**config.mk**
```make
export PLATFORM = sky130hd
export DESIGN_NAME = code_entry_flat
export DESIGN_NICKNAME = d
export VERILOG_FILES = /design/src/rtl/code_entry_if.sv /design/src/rtl/code_entry.sv /design/src/flat_wrapper.sv
export SDC_FILE = /design/constraint.sdc
export NUM_CORES = 1
export LEC_CHECK = 0
export CORE_ASPECT_RATIO = 1.1
export CORE_MARGIN = 2
export CORE_UTILIZATION = 35
export DETAILED_ROUTE_END_ITERATION = 10
export PLACE_DENSITY_LB_ADDON = 0.05
export SLEW_MARGIN = 20
export SYNTH_ARGS = -nofsm -noshare
export SYNTH_HDL_FRONTEND = slang
export SYNTH_SLANG_ARGS = --single-unit
```
**constraint.sdc**
```tcl
create_clock -name clk -period 1.7 [get_ports clk]
set_clock_uncertainty 0.1 [all_clocks]
set_input_delay 0.425 -clock clk [delete_from_list [all_inputs] [get_ports clk]]
set_output_delay 0.425 -clock clk [all_outputs]
set_load 0.01 [all_outputs]
```
**src/rtl/code_entry_if.sv**
```systemverilog
// Valid/ready link carrying a submitted guess code from the entry block
// to the downstream comparator.
interface code_entry_if #(
  parameter int CODE_W = 16
);
  logic              code_valid;
  logic              code_ready;
  logic [CODE_W-1:0] code_out;

  modport master (output code_valid, output code_out, input code_ready);
  modport slave  (input code_valid, input code_out, output code_ready);
endinterface

```
**src/rtl/code_entry.sv**
```systemverilog
// Guess-code entry: edits digits from debounced button pulses, submits the
// code over a valid/ready link, and locks after a bounded number of attempts.
module code_entry #(
  parameter int DIGITS       = 4,
  parameter int DIGIT_W      = 4,
  parameter int MAX_DIGIT    = 9,
  parameter int MAX_ATTEMPTS = 10,
  parameter int POS_W        = 2,
  parameter int ATT_W        = 4
) (
  input  logic                        clk,
  input  logic                        rst_n,
  input  logic                        inc_pulse_i,
  input  logic                        next_pulse_i,
  input  logic                        enter_pulse_i,
  input  logic                        clear_pulse_i,
  code_entry_if.master                code_if,
  output logic [DIGITS*DIGIT_W-1:0]   live_digits_o,
  output logic [POS_W-1:0]            cursor_o,
  output logic [ATT_W-1:0]            attempts_o,
  output logic                        locked_o
);

  localparam int CODE_W = DIGITS * DIGIT_W;

  localparam logic [1:0] ST_EDIT   = 2'd0;
  localparam logic [1:0] ST_HOLD   = 2'd1;
  localparam logic [1:0] ST_LOCKED = 2'd2;

  logic [1:0]        state_q,    state_d;
  logic [CODE_W-1:0] digits_q,   digits_d;
  logic [CODE_W-1:0] code_q,     code_d;
  logic              valid_q,    valid_d;
  logic [POS_W-1:0]  cursor_q,   cursor_d;
  logic [ATT_W-1:0]  attempts_q, attempts_d;
  logic              locked_q,   locked_d;

  logic [CODE_W-1:0] digits_inc;
  logic [POS_W-1:0]  cursor_adv;
  logic [ATT_W-1:0]  attempts_inc;

  // Only the digit under the cursor changes; out-of-range values also wrap to 0.
  for (genvar gi = 0; gi < DIGITS; gi++) begin : g_digit
    logic [DIGIT_W-1:0] cur;
    logic [DIGIT_W-1:0] wrapped;
    assign cur     = digits_q[gi*DIGIT_W +: DIGIT_W];
    assign wrapped = (cur >= DIGIT_W'(MAX_DIGIT)) ? '0 : cur + DIGIT_W'(1);
    assign digits_inc[gi*DIGIT_W +: DIGIT_W] =
      (cursor_q == POS_W'(gi)) ? wrapped : cur;
  end

  assign cursor_adv   = (cursor_q == POS_W'(DIGITS - 1)) ? '0 : cursor_q + POS_W'(1);
  assign attempts_inc = attempts_q + ATT_W'(1);

  always_comb begin
    state_d    = state_q;
    digits_d   = digits_q;
    code_d     = code_q;
    valid_d    = valid_q;
    cursor_d   = cursor_q;
    attempts_d = attempts_q;
    locked_d   = locked_q;

    case (state_q)
      ST_EDIT: begin
        if (clear_pulse_i) begin
          digits_d = '0;
          cursor_d = '0;
        end else if (enter_pulse_i) begin
          code_d  = digits_q;
          valid_d = 1'b1;
          state_d = ST_HOLD;
        end else if (next_pulse_i) begin
          cursor_d = cursor_adv;
        end else if (inc_pulse_i) begin
          digits_d = digits_inc;
        end
      end
      ST_HOLD: begin
        // Button pulses are deliberately dropped while the code is in flight.
        if (valid_q && code_if.code_ready) begin
          valid_d    = 1'b0;
          attempts_d = attempts_inc;
          digits_d   = '0;
          cursor_d   = '0;
          if (attempts_inc == ATT_W'(MAX_ATTEMPTS)) begin
            locked_d = 1'b1;
            state_d  = ST_LOCKED;
          end else begin
            state_d  = ST_EDIT;
          end
        end
      end
      ST_LOCKED: begin
        if (clear_pulse_i) begin
          attempts_d = '0;
          locked_d   = 1'b0;
          digits_d   = '0;
          cursor_d   = '0;
          state_d    = ST_EDIT;
        end
      end
      default: begin
        state_d = ST_EDIT;
      end
    endcase
  end

  always_ff @(posedge clk or negedge rst_n) begin
    if (!rst_n) begin
      state_q    <= ST_EDIT;
      digits_q   <= '0;
      code_q     <= '0;
      valid_q    <= 1'b0;
      cursor_q   <= '0;
      attempts_q <= '0;
      locked_q   <= 1'b0;
    end else begin
      state_q    <= state_d;
      digits_q   <= digits_d;
      code_q     <= code_d;
      valid_q    <= valid_d;
      cursor_q   <= cursor_d;
      attempts_q <= attempts_d;
      locked_q   <= locked_d;
    end
  end

  assign code_if.code_valid = valid_q;
  assign code_if.code_out   = code_q;
  assign live_digits_o      = digits_q;
  assign cursor_o           = cursor_q;
  assign attempts_o         = attempts_q;
  assign locked_o           = locked_q;

endmodule

```
**src/flat_wrapper.sv**
```systemverilog
// flat-port wrapper written by rule: the top's interface ports become plain ports
module code_entry_flat 
#(
  parameter int DIGITS       = 4,
  parameter int DIGIT_W      = 4,
  parameter int MAX_DIGIT    = 9,
  parameter int MAX_ATTEMPTS = 10,
  parameter int POS_W        = 2,
  parameter int ATT_W        = 4
)
  (clk, rst_n, inc_pulse_i, next_pulse_i, enter_pulse_i, clear_pulse_i, live_digits_o, cursor_o, attempts_o, locked_o, code_if_code_valid, code_if_code_out, code_if_code_ready);
  code_entry_if #(.CODE_W(16)) code_if_i ();
  input  logic clk;
  input  logic rst_n;
  input  logic inc_pulse_i;
  input  logic next_pulse_i;
  input  logic enter_pulse_i;
  input  logic clear_pulse_i;
  output logic [DIGITS*DIGIT_W-1:0] live_digits_o;
  output logic [POS_W-1:0] cursor_o;
  output logic [ATT_W-1:0] attempts_o;
  output logic locked_o;
  output wire logic [$bits(code_if_i.code_valid)-1:0] code_if_code_valid;
  output wire logic [$bits(code_if_i.code_out)-1:0] code_if_code_out;
  input wire logic [$bits(code_if_i.code_ready)-1:0] code_if_code_ready;
  assign code_if_code_valid = code_if_i.code_valid;
  assign code_if_code_out = code_if_i.code_out;
  assign code_if_i.code_ready = code_if_code_ready;
  code_entry #(.DIGITS(DIGITS), .DIGIT_W(DIGIT_W), .MAX_DIGIT(MAX_DIGIT), .MAX_ATTEMPTS(MAX_ATTEMPTS), .POS_W(POS_W), .ATT_W(ATT_W)) u_core (.clk(clk), .rst_n(rst_n), .inc_pulse_i(inc_pulse_i), .next_pulse_i(next_pulse_i), .enter_pulse_i(enter_pulse_i), .clear_pulse_i(clear_pulse_i), .code_if(code_if_i), .live_digits_o(live_digits_o), .cursor_o(cursor_o), .attempts_o(attempts_o), .locked_o(locked_o));
endmodule
```
==> out/metrics.cfg <==
[logic_synthesis]
synth_cell_types = 44
syn_nets = 255
syn-instance-count = 227
yosysTopAreaCellShare_pct = 44.4
syn_area_per_cell_sq_um = 10.4
ys_ff_latch = 42
ys.flop_type = dfrtp_1
async_flop_share_pct = 100
ys_seq_area_share_pct = 44.4
yosysTopAreaCell = dfrtp_1
synth.area.top_cells = dfrtp_1, ha_1, mux2_2
ys_warn_count = 0
synth_edf_count = 0
synth_area_sq_um = 2370

[placed_design]
place_area_sq_um = 3180
port_buffers = 46
place_congestion = 0.731
place_hpwl_microns = 3850
place_ws_ns = -0.418

[detailed_routing]
drc = 0
routedWlPerCell_microns = 14.1
routed_wl_microns = 5810
firstDrtPassIters = 4
vias_per_cell = 4.96
vias = 2049
detail-route-antenna-nets = 0
drtIter0Drc = 67

[die]
rows = 31
design.core.area_sq_um = 6560
die_w_microns = 82.5
ios = 47
dieArea_sq_um = 7450
start_util_pct = 36.2
die_y_microns = 90.3

[sta]
slew_headroom_pct = 77.6
setup_slack_ns = -0.0408
finalSetupViolations = 9
rsz0062_at_grt = yes
period_share_pct = 102
finalHoldViolCount = 0
finalMaxSlewViolations = 0
fmax_ghz = 0.574
min_period_ns = 1.74
fin_tns_setup_ns = -0.183
worst_pin_slew_ns = 0.335

[setup_path]
path_class = primary input to flop
crit_fanout = 6
end_kind = flop
required_ns = 1.79
critical_path_arrival_ns = 1.83
critPathLaunchType = primary input

[worst_hold_path]
hp-class = flop to flop

[grt]
grt_pass1_wl_microns = 9200
antenna_found_initial = 0
grt_overflow_total = 0
grt_start_max_net_pins = 43
grtUsageTotal_pct = 15.9
grt_pass1_vias = 1968

[clocking]
path_clk_slew_ns = 0.09
cts.sinks = 42
numCtsBuffers = 5
root_buffer = clkbuf_8
cts_buffer_depth = 2
cts_tree = built
htree_levels = 2
clk_latency_ns = 0.30

[finish]
areaGrowthSynthToFinish_pct = 57.1
antennaDiodeCount = 0
final_cell_mix = dlygate4sd2_1, buf_4, dfrtp_1
fin_nets = 358
drive_gt1_share_pct = 40.5
stdcell_area_sq_um = 3720
utilization_pct = 56.8

[pwr]
p_leak_nw = 1.88
p_per_area_nw_per_um2 = 1600
finalPower_mw = 5.94
ir_drop_uv = 840

[outcome]
run_status = finished, violations left
violations = setup timing

[flow_run]
maxCapViolCount = 0

==> per-stage QoR <==
| stage | instances | hold slack (ns) |
|---|---|---|
| 3_3_place_gp | 382 | 0.323 |
| 2_1_floorplan | 227 | 0.0294 |
| 3_5_place_dp | 382 | 0.324 |
| 5_1_grt | 413 | 0.419 |
| 4_1_cts | 406 | 0.386 |
| 6_report | 413 | 0.379 |
==> area by class of cell <==
| cell class | count | area (sq um) |
|---|---|---|
| Multi-Input combinational cell | 167 | 1510 |
| Fill cell | 596 | 2830 |
| Sequential cell | 42 | 1050 |
| Timing Repair Buffer | 101 | 913 |
| Tap cell | 82 | 103 |
| Clock buffer | 6 | 82.6 |
| Clock inverter | 2 | 12.5 |
| Inverter | 13 | 48.8 |
==> state kept, by name (all words and copies together) (netlist names) <==
signal	cells
u_core.attempts_o	4
u_core.code_if.code_out	16
u_core.locked_o	1
u_core.state_q	2
u_core.code_if.code_valid	1
u_core.cursor_o	2
u_core.live_digits_o	16
==> synthesized netlist by cell type, types with 2 or more instances <==
master and number:
nand2b_1 10, nand2_1 27, or3b_1 4, nor2_1 6
mux2i_1 2, buf_6 3, dfrtp_1 42, o21ai_1 8
a21bo_2 2, o2111ai_2 3, buf_2 2, and4bb_1 3
nor3_1 3, o211ai_1 3, o31ai_1 2, or2_2 2
mux2_2 10, inv_1 13, a21oi_1 9, ha_1 21
o21a_1 3, o21ai_0 20, o41ai_1 2, nand3_1 7
==> cells by family after synthesis <==
group	share of synthesized area, %
AOI/OAI and AO/OA	17.3
adders and majority gates	11.1
buffers and inverters	3.91
DFF	44.4
muxes	5.60
and+or+nand+nor	17.8
==> metal layers <==
| layer | part of all wire (%) | GRT usage, % |
|---|---|---|
| met1 | 43 | 19.3 |
| met5 | 0 | 0 |
| met4 | 1.5 | 4.86 |
| met2 | 52 | 27.4 |
| met3 | 3.2 | 3.50 |
==> power breakdown <==
part	switching (mW)	internal, mW
registers	0.185	1.29
logic	1.80	1.97
clock network	0.374	0.327
==> final timing paths <==
| check | start | endpoint | slack (ns) | depth (start not counted) |
|---|---|---|---|---|
| setup / recovery | inc_pulse_i | u_core.live_digits_o[14]$_DFFE_PN0P_ | -0.04 | 5 |
| hold / removal | u_core.code_if.code_out[4]$_DFFE_PN0P_ | u_core.code_if.code_out[4]$_DFFE_PN0P_ | 0.38 | 2 |
| setup reg to reg | u_core.state_q[1]$_DFFE_PN0P_ | u_core.cursor_o[0]$_DFFE_PN0P_ | -0.03 | 6 |
| hold reg to reg | u_core.code_if.code_out[4]$_DFFE_PN0P_ | u_core.code_if.code_out[4]$_DFFE_PN0P_ | 0.38 | 2 |
| max in group asynchronous | rst_n | u_core.live_digits_o[8]$_DFFE_PN0P_ | 0.76 | 3 |
| min in group asynchronous | rst_n | u_core.code_if.code_out[4]$_DFFE_PN0P_ | 0.51 | 3 |
==> worst max-delay path, cell delays in order <==
cell and delay [ns]:
clkdlybuf4s50_1 0.51, nor4bb_2 0.32, o2111a_2 0.31, o21ai_2 0.07
a32o_1 0.19
==> timing repair <==
action                                  in CTS  in global routing
setup buffers                               15                 10
endpoints found under the setup margin      72                 32
endpoints found under the hold margin       24                  0
gates resized for setup                     77                 47
hold buffers                                 1                  0
cloned                                       0                  1
pin swaps                                    6                 26
No activity file was read; power rests on OpenSTA's default activity.
